$ cat src/rtl/bcd_up_counter_chain.sv
// Multi-digit synchronous BCD up counter with ripple-carry chain, clear and checked load.
// Optional BCD_LIMIT_EN adds a programmable wrap value on the limit input.
module bcd_up_counter_chain #(
  parameter int DIGITS = 4
) (
  input  logic                  clk,
  input  logic                  rst_n,
  input  logic                  clr,
  input  logic                  en,
  input  logic                  load,
  input  logic [4*DIGITS-1:0]   load_val,
`ifdef BCD_LIMIT_EN
  input  logic [4*DIGITS-1:0]   limit,
`endif
  output logic [4*DIGITS-1:0]   q,
  output logic                  tc,
  output logic                  wrap,
  output logic                  load_err
);

  localparam int W = 4 * DIGITS;

  logic [W-1:0]    r_q;
  logic            r_wrap;
  logic            r_err;

  logic [W-1:0]    w_inc;
  logic [W-1:0]    w_ld;
  logic [W-1:0]    w_lim;
  logic [DIGITS:0] w_cy;
  logic            w_bad;
  logic            w_at_wrap;

  always_comb begin
    logic [3:0] v_d;
    logic [3:0] v_l;
    logic [3:0] v_m;
    w_inc   = '0;
    w_ld    = '0;
    w_lim   = '0;
    w_cy    = '0;
    w_bad   = 1'b0;
    v_d     = '0;
    v_l     = '0;
    v_m     = '0;
    w_cy[0] = 1'b1;
    for (int k = 0; k < DIGITS; k++) begin
      v_d = r_q[4*k +: 4];
      // carry into digit k+1 only when all lower digits sit at 9
      w_cy[k+1] = w_cy[k] & (v_d == 4'd9);
      if (w_cy[k])
        w_inc[4*k +: 4] = (v_d == 4'd9) ? 4'd0 : v_d + 4'd1;
      else
        w_inc[4*k +: 4] = v_d;
      v_l = load_val[4*k +: 4];
      if (v_l > 4'd9) begin
        w_ld[4*k +: 4] = 4'd0;
        w_bad          = 1'b1;
      end else begin
        w_ld[4*k +: 4] = v_l;
      end
`ifdef BCD_LIMIT_EN
      v_m = limit[4*k +: 4];
      w_lim[4*k +: 4] = (v_m > 4'd9) ? 4'd9 : v_m;
`else
      v_m = 4'd9;
      w_lim[4*k +: 4] = v_m;
`endif
    end
    // all-9s always wraps, also covering q above a programmed limit
    w_at_wrap = w_cy[DIGITS] | (r_q == w_lim);
  end

  always_ff @(posedge clk or negedge rst_n) begin
    if (!rst_n) begin
      r_q    <= '0;
      r_wrap <= 1'b0;
      r_err  <= 1'b0;
    end else if (clr) begin
      r_q    <= '0;
      r_wrap <= 1'b0;
      r_err  <= 1'b0;
    end else if (load) begin
      r_q    <= w_ld;
      r_wrap <= 1'b0;
      r_err  <= w_bad;
    end else if (en) begin
      r_err <= 1'b0;
      if (w_at_wrap) begin
        r_q    <= '0;
        r_wrap <= 1'b1;
      end else begin
        r_q    <= w_inc;
        r_wrap <= 1'b0;
      end
    end else begin
      r_wrap <= 1'b0;
      r_err  <= 1'b0;
    end
  end

  assign q        = r_q;
  assign wrap     = r_wrap;
  assign load_err = r_err;
  assign tc       = en & w_at_wrap;

endmodule
$ cat config.mk
export PLATFORM = sky130hd
export DESIGN_NAME = bcd_up_counter_chain
export DESIGN_NICKNAME = d
export VERILOG_FILES = /design/src/rtl/bcd_up_counter_chain.sv
export SDC_FILE = /design/constraint.sdc
export NUM_CORES = 1
export LEC_CHECK = 0
export ABC_AREA = 1
export BUFFER_PORTS_ARGS = -buffer_cell sky130_fd_sc_hd__buf_2
export CORE_ASPECT_RATIO = 1.25
export CORE_MARGIN = 3
export CORE_UTILIZATION = 30
export DETAILED_ROUTE_END_ITERATION = 8
export PLACE_DENSITY = 0.51
export REMOVE_ABC_BUFFERS = 1
export SYNTH_ARGS = -nofsm -noshare
export SYNTH_HDL_FRONTEND = slang
export SYNTH_SLANG_ARGS = --single-unit
$ cat constraint.sdc
create_clock -name clk -period 1.33 [get_ports clk]
set_input_delay 0.1995 -clock clk [delete_from_list [all_inputs] [get_ports clk]]
set_output_delay 0.1995 -clock clk [all_outputs]
set_load 0.05 [all_outputs]
### After elaboration in Yosys (flattened, before gate mapping)

Index checks and enable logic that the tools add are counted.

* add/subtract/negate cells: 4
* order comparisons: 4
* equality and inequality tests: 5
* mux-type cells: 25
* bitwise operators: 5
* reduce and logical (&&, ||, !) cells: 7

Operators with widths (count)
* 16-bit two-way mux: 4
* 4-bit two-way mux: 11
* 4-bit by 1-bit adder with 4-bit output, second input constant: 4
* 16-bit == test, second input constant: 1
* 4-bit == test, second input constant: 4
* 4-bit greater-than comparator, second input constant: 4
* 4-bit nonzero test: 3
* 1-bit two-way mux: 10
* 2-bit AND reduction: 3
* 1-bit bitwise AND: 4
* 3-bit nonzero test: 1
* 1-bit OR: 1

* bits in registers: 18
* bits of input ports: 21
* output and inout port bits: 19
* word-level logic and storage cells: 56

### Longest topological paths before layout

* depth in word-level cells: 9
* gate-level depth with buffers: 9
* mapped depth without buffers: 9

### Least setup slack after synthesis

No wires, ideal clock.

* path type: register -> output
* start: register r_q[4] (netlist: q[4])
* end: output tc
* data arrival time: 1938 ps
* data required time: 1131 ps
* slack: -808 ps
* cell stages (with the launch flop): 6
* path through: dfrtp_1 ha_1 nand3_2 nor2_2 nand2_1 nor2_1

* longest elaborated chain between the ends: 6

RTL lines
* start, declared: RTL line 23 `logic [W-1:0] r_q;`
* start signal, assigned: RTL line 84 `r_q <= w_ld;`
* start signal, assigned: RTL line 93 `r_q <= w_inc;`
* 4-bit == test: RTL line 50 `w_cy[k+1] = w_cy[k] & (v_d == 4'd9);`
* 1-bit bitwise AND (3 in series): RTL line 50
* 1-bit OR (*): RTL line 71 `w_at_wrap = w_cy[DIGITS] | (r_q == w_lim);`
* 1-bit bitwise AND (*): RTL line 105 `assign tc = en & w_at_wrap;`
* end, declared: RTL line 16 `output logic tc,`

Mark *: on every way between the ends. The rest lies on a longest branch, timed or not.

### Worst setup path in the final report

* start: register r_q[5] (netlist: q[5])
* end: output tc

The elaborated chain is that of the path after synthesis.

==> impl_metrics.csv <==
group,metric,value,unit
outcome,outcome,"finished with violations",
outcome,violations,"negative setup slack",
logic_synthesis,ys_seq_area_share,31.6,%
route,post_drt_wl_per_cell,11.7,um
global_route,grt_pass1_vias,1539,
final_layout,layout_commonest_cell,"sky130_fd_sc_hd__nand2_1",
route,route.antenna.remaining_nets,0,
global_route,gr-usage-met1,19.0,%
route,drt_iter0_markers,34,
final_layout,final_layout_size_suffix_gt1_share,40.4,%
timing,final-hold-violation-count,0,
setup_path,crit_required,1.13,ns
placement,placed_cells_incl_taps,322,
final_layout,syn_to_final_growth,46.1,%
final_layout,num_antenna_cells,0,
timing,worst_tran_pin_value,0.434,ns
global_route,gr_ovfl_total,0,
worst_hold_path,hold_start,"load_val[3]",
route,drc,0,
setup_path,ff2ff_path_depth,12,
global_route,grt_most_used_layer,"met2",
setup_path,setup.worst_path.class,"reg2out",
final_layout,share_of_the_core_filled_with_cells_in_the_final_layout,46.3,%
route,dr_total_vias,1530,
setup_path,crit_path_start,"q[5]",
placement,place_hpwl,3130,um
clocking,cts_inserted_buffers,3,
global_route,met2_demand_to_capacity_share_in_global_routing,25.7,%
timing,setup-tns-final,-2.05,ns
logic_synthesis,postSynthAreaPerCell,7.06,um^2
route,avgViaCountPerCell,4.57,
logic_synthesis,postSynthCellCount,202,
floorplanning,die-area,5620,um^2
setup_path,reg2reg_to,"q[11]",
floorplanning,std_cell_rows,27,
flow_run,max_cap_violations,0,
logic_synthesis,synth-edff-count,0,
logic_synthesis,synth_register_bits,18,
logic_synthesis,post_synth_instance_area,1430,um^2
floorplanning,dieHeight,83.1,um
placement,place.port_buffers,39,
timing,timing.final.max_slew_violations,0,
global_route,grt_util_met3,2.17,%
setup_path,cp-start-kind,"flop",
timing,final_critical_path_setup_slack,-0.281,ns
final_layout,commonest_cells_after_routing_fill_and_taps_aside,"sky130_fd_sc_hd__nand2_1, sky130_fd_sc_hd__buf_2, sky130_fd_sc_hd__buf_4",
clocking,clock_insertion_delay_worst_skew,0.25,ns
clocking,cts_tree,"done",
timing,max_freq,621,MHz
setup_path,end_kind,"primary output",
setup_path,r2r_setup_slack,-0.26,ns
route,drt_wl_total,3910,um
final_layout,final_design_area_no_fill,2080,um^2
logic_synthesis,synthFlopType,"sky130_fd_sc_hd__dfrtp_1",
route,detailedRoute.firstPassIterationCount,4,
setup_path,regToRegStartpoint,"q[5]",
timing,relSlewSlack,71.0,%
worst_hold_path,hold_path.class,"in2reg",
timing,report.final.setup_viol,12,
setup_path,signal_arrival_time_at_the_worst_endpoint,1.41,ns
power,leakage_power,1.10,nW
clocking,htreeDepth,1,
logic_synthesis,synth.yosys.warnings,0,
setup_path,timing.critical_path.to,"tc",
global_route,grtUsageTotal,15.1,%
timing,clock-skew-final,0.00231,ns
clocking,clock_tree.root_cell,"sky130_fd_sc_hd__clkbuf_8",
floorplanning,die_w,67.6,um
global_route,grt_first_pass_wirelength,6740,um
logic_synthesis,synth.lib_cells_used.distinct,26,
placement,gp_congestion,0.818,
logic_synthesis,asyncSetResetFlopFracSynth,100,%
timing,post-route-period-util,121,%
clocking,numClockSinks,18,
global_route,grt_max_degree,19,
floorplanning,floorplan.core_area,4490,um^2
final_layout,final-instance-count-excl-fill,335,
timing,post_route_minimum_period,1.61,ns
clocking,cts.path.max_buffers,2,
power,ir_drop,0.402,mV
clocking,clkSlewWorstSetupHoldPaths,0.07,ns
power,power_density,879,nW/um^2
final_layout,num-nets-final,307,
floorplanning,initial_core_util,31.7,%
floorplanning,design.portCount,40,
setup_path,critPathMaxFanout,2,
placement,total_placed_instance_area,1860,um^2
timing,whs,0.279,ns
timing,rsz0062_at_grt,"yes",
global_route,antenna_violations_before_repair,0,
==> through the flow <==
step	setup WS, ns	power (W)
5_1_grt	-0.354	0.00196
3_5_place_dp	-0.122	0.00132
6_report	-0.281	0.00183
2_1_floorplan	-0.808	0.00105
4_1_cts	-0.334	0.00182
3_3_place_gp	-0.118	0.00132
==> worst min path at each step <==
stage	end	slack, ns	cells after the start
5_1_grt	q[2]	0.30	4
6_report	q[2]	0.28	4
4_1_cts	wrap	0.27	3
3_5_place_dp	q[12]	0.18	1
2_1_floorplan	load_err	-0.1	0
3_3_place_gp	q[10]	0.18	1
==> kinds of logic (layout without fill, tap and decap cells) <==
family                     count (synthesis)  in the layout  synth area share [%]
and+or+nand+nor                          109            109                  38.0
buffers and inverters                     35            110                  10.5
AOI/OAI and AO/OA                         31             31                  12.2
DFF                                       18             18                  31.6
adders and majority gates                  8              8                  7.02
xor gates and xnor gates                   1              1                 0.615
==> critical path, stage by stage, from the launching register on <==
cell,delay (ns)
sky130_fd_sc_hd__dfrtp_1,0.38
sky130_fd_sc_hd__inv_1,0.06
sky130_fd_sc_hd__ha_2,0.18
sky130_fd_sc_hd__nand3_4,0.09
sky130_fd_sc_hd__nor2_4,0.13
sky130_fd_sc_hd__nand2_2,0.06
sky130_fd_sc_hd__nor2_2,0.09
sky130_fd_sc_hd__buf_6,0.16
==> state kept, by name, summed over array words and instances, names as in the netlist <==
name and cells:
load_err 1, q 16, wrap 1
==> what timing repair did <==
action	CTS	global route
hold buffers	1	0
gates resized for setup	9	21
pin swaps	7	11
hold endpoints to repair	18	0
setup endpoints to repair	12	16
buffers inserted	5	4
==> cell type report <==
type                    count  area, um^2
well taps                  58        72.6
flip-flops and latches     18         452
repair buffers             74         475
fillers                   503        2410
inverters                  32         125
clock buffers               4        55.1
multi-input cells         149         902
==> synthesized netlist by cell type (2+ instances only) <==
cell type	count	area, um^2
sky130_fd_sc_hd__nor3_1	2	10.0
sky130_fd_sc_hd__nor2_1	11	41.3
sky130_fd_sc_hd__o211ai_1	2	15.0
sky130_fd_sc_hd__nor2_4	5	56.3
sky130_fd_sc_hd__dfrtp_1	18	450
sky130_fd_sc_hd__inv_2	5	18.8
sky130_fd_sc_hd__o21ai_0	18	90.1
sky130_fd_sc_hd__nand3_2	2	20.0
sky130_fd_sc_hd__nand2_2	2	12.5
sky130_fd_sc_hd__nand2_1	50	188
sky130_fd_sc_hd__a21oi_1	5	25.0
sky130_fd_sc_hd__nand4_1	4	25.0
sky130_fd_sc_hd__nand3_1	29	145
sky130_fd_sc_hd__inv_1	26	97.6
sky130_fd_sc_hd__ha_1	8	100
sky130_fd_sc_hd__buf_6	2	22.5
sky130_fd_sc_hd__o21ai_1	3	15.0
sky130_fd_sc_hd__a31oi_1	2	12.5
==> per-layer routing <==
| layer | vias up | part of all wire, % | routed length [um] |
|---|---|---|---|
| met5 | - | 0 | 0 |
| met4 | 0 | 1.9 | 73 |
| met3 | 6 | 2.4 | 94 |
| li1 | 812 | - | - |
| met2 | 22 | 53 | 2060 |
| met1 | 690 | 43 | 1680 |
==> power breakdown <==
group | switching (W) | internal (W) | total [W]
sequential | 0.0000341 | 0.000595 | 0.000629
combinational | 0.000469 | 0.000270 | 0.000739
clock | 0.000199 | 0.000263 | 0.000462
total | 0.000702 | 0.00113 | 0.00183
(Power assumes the default switching activity.)
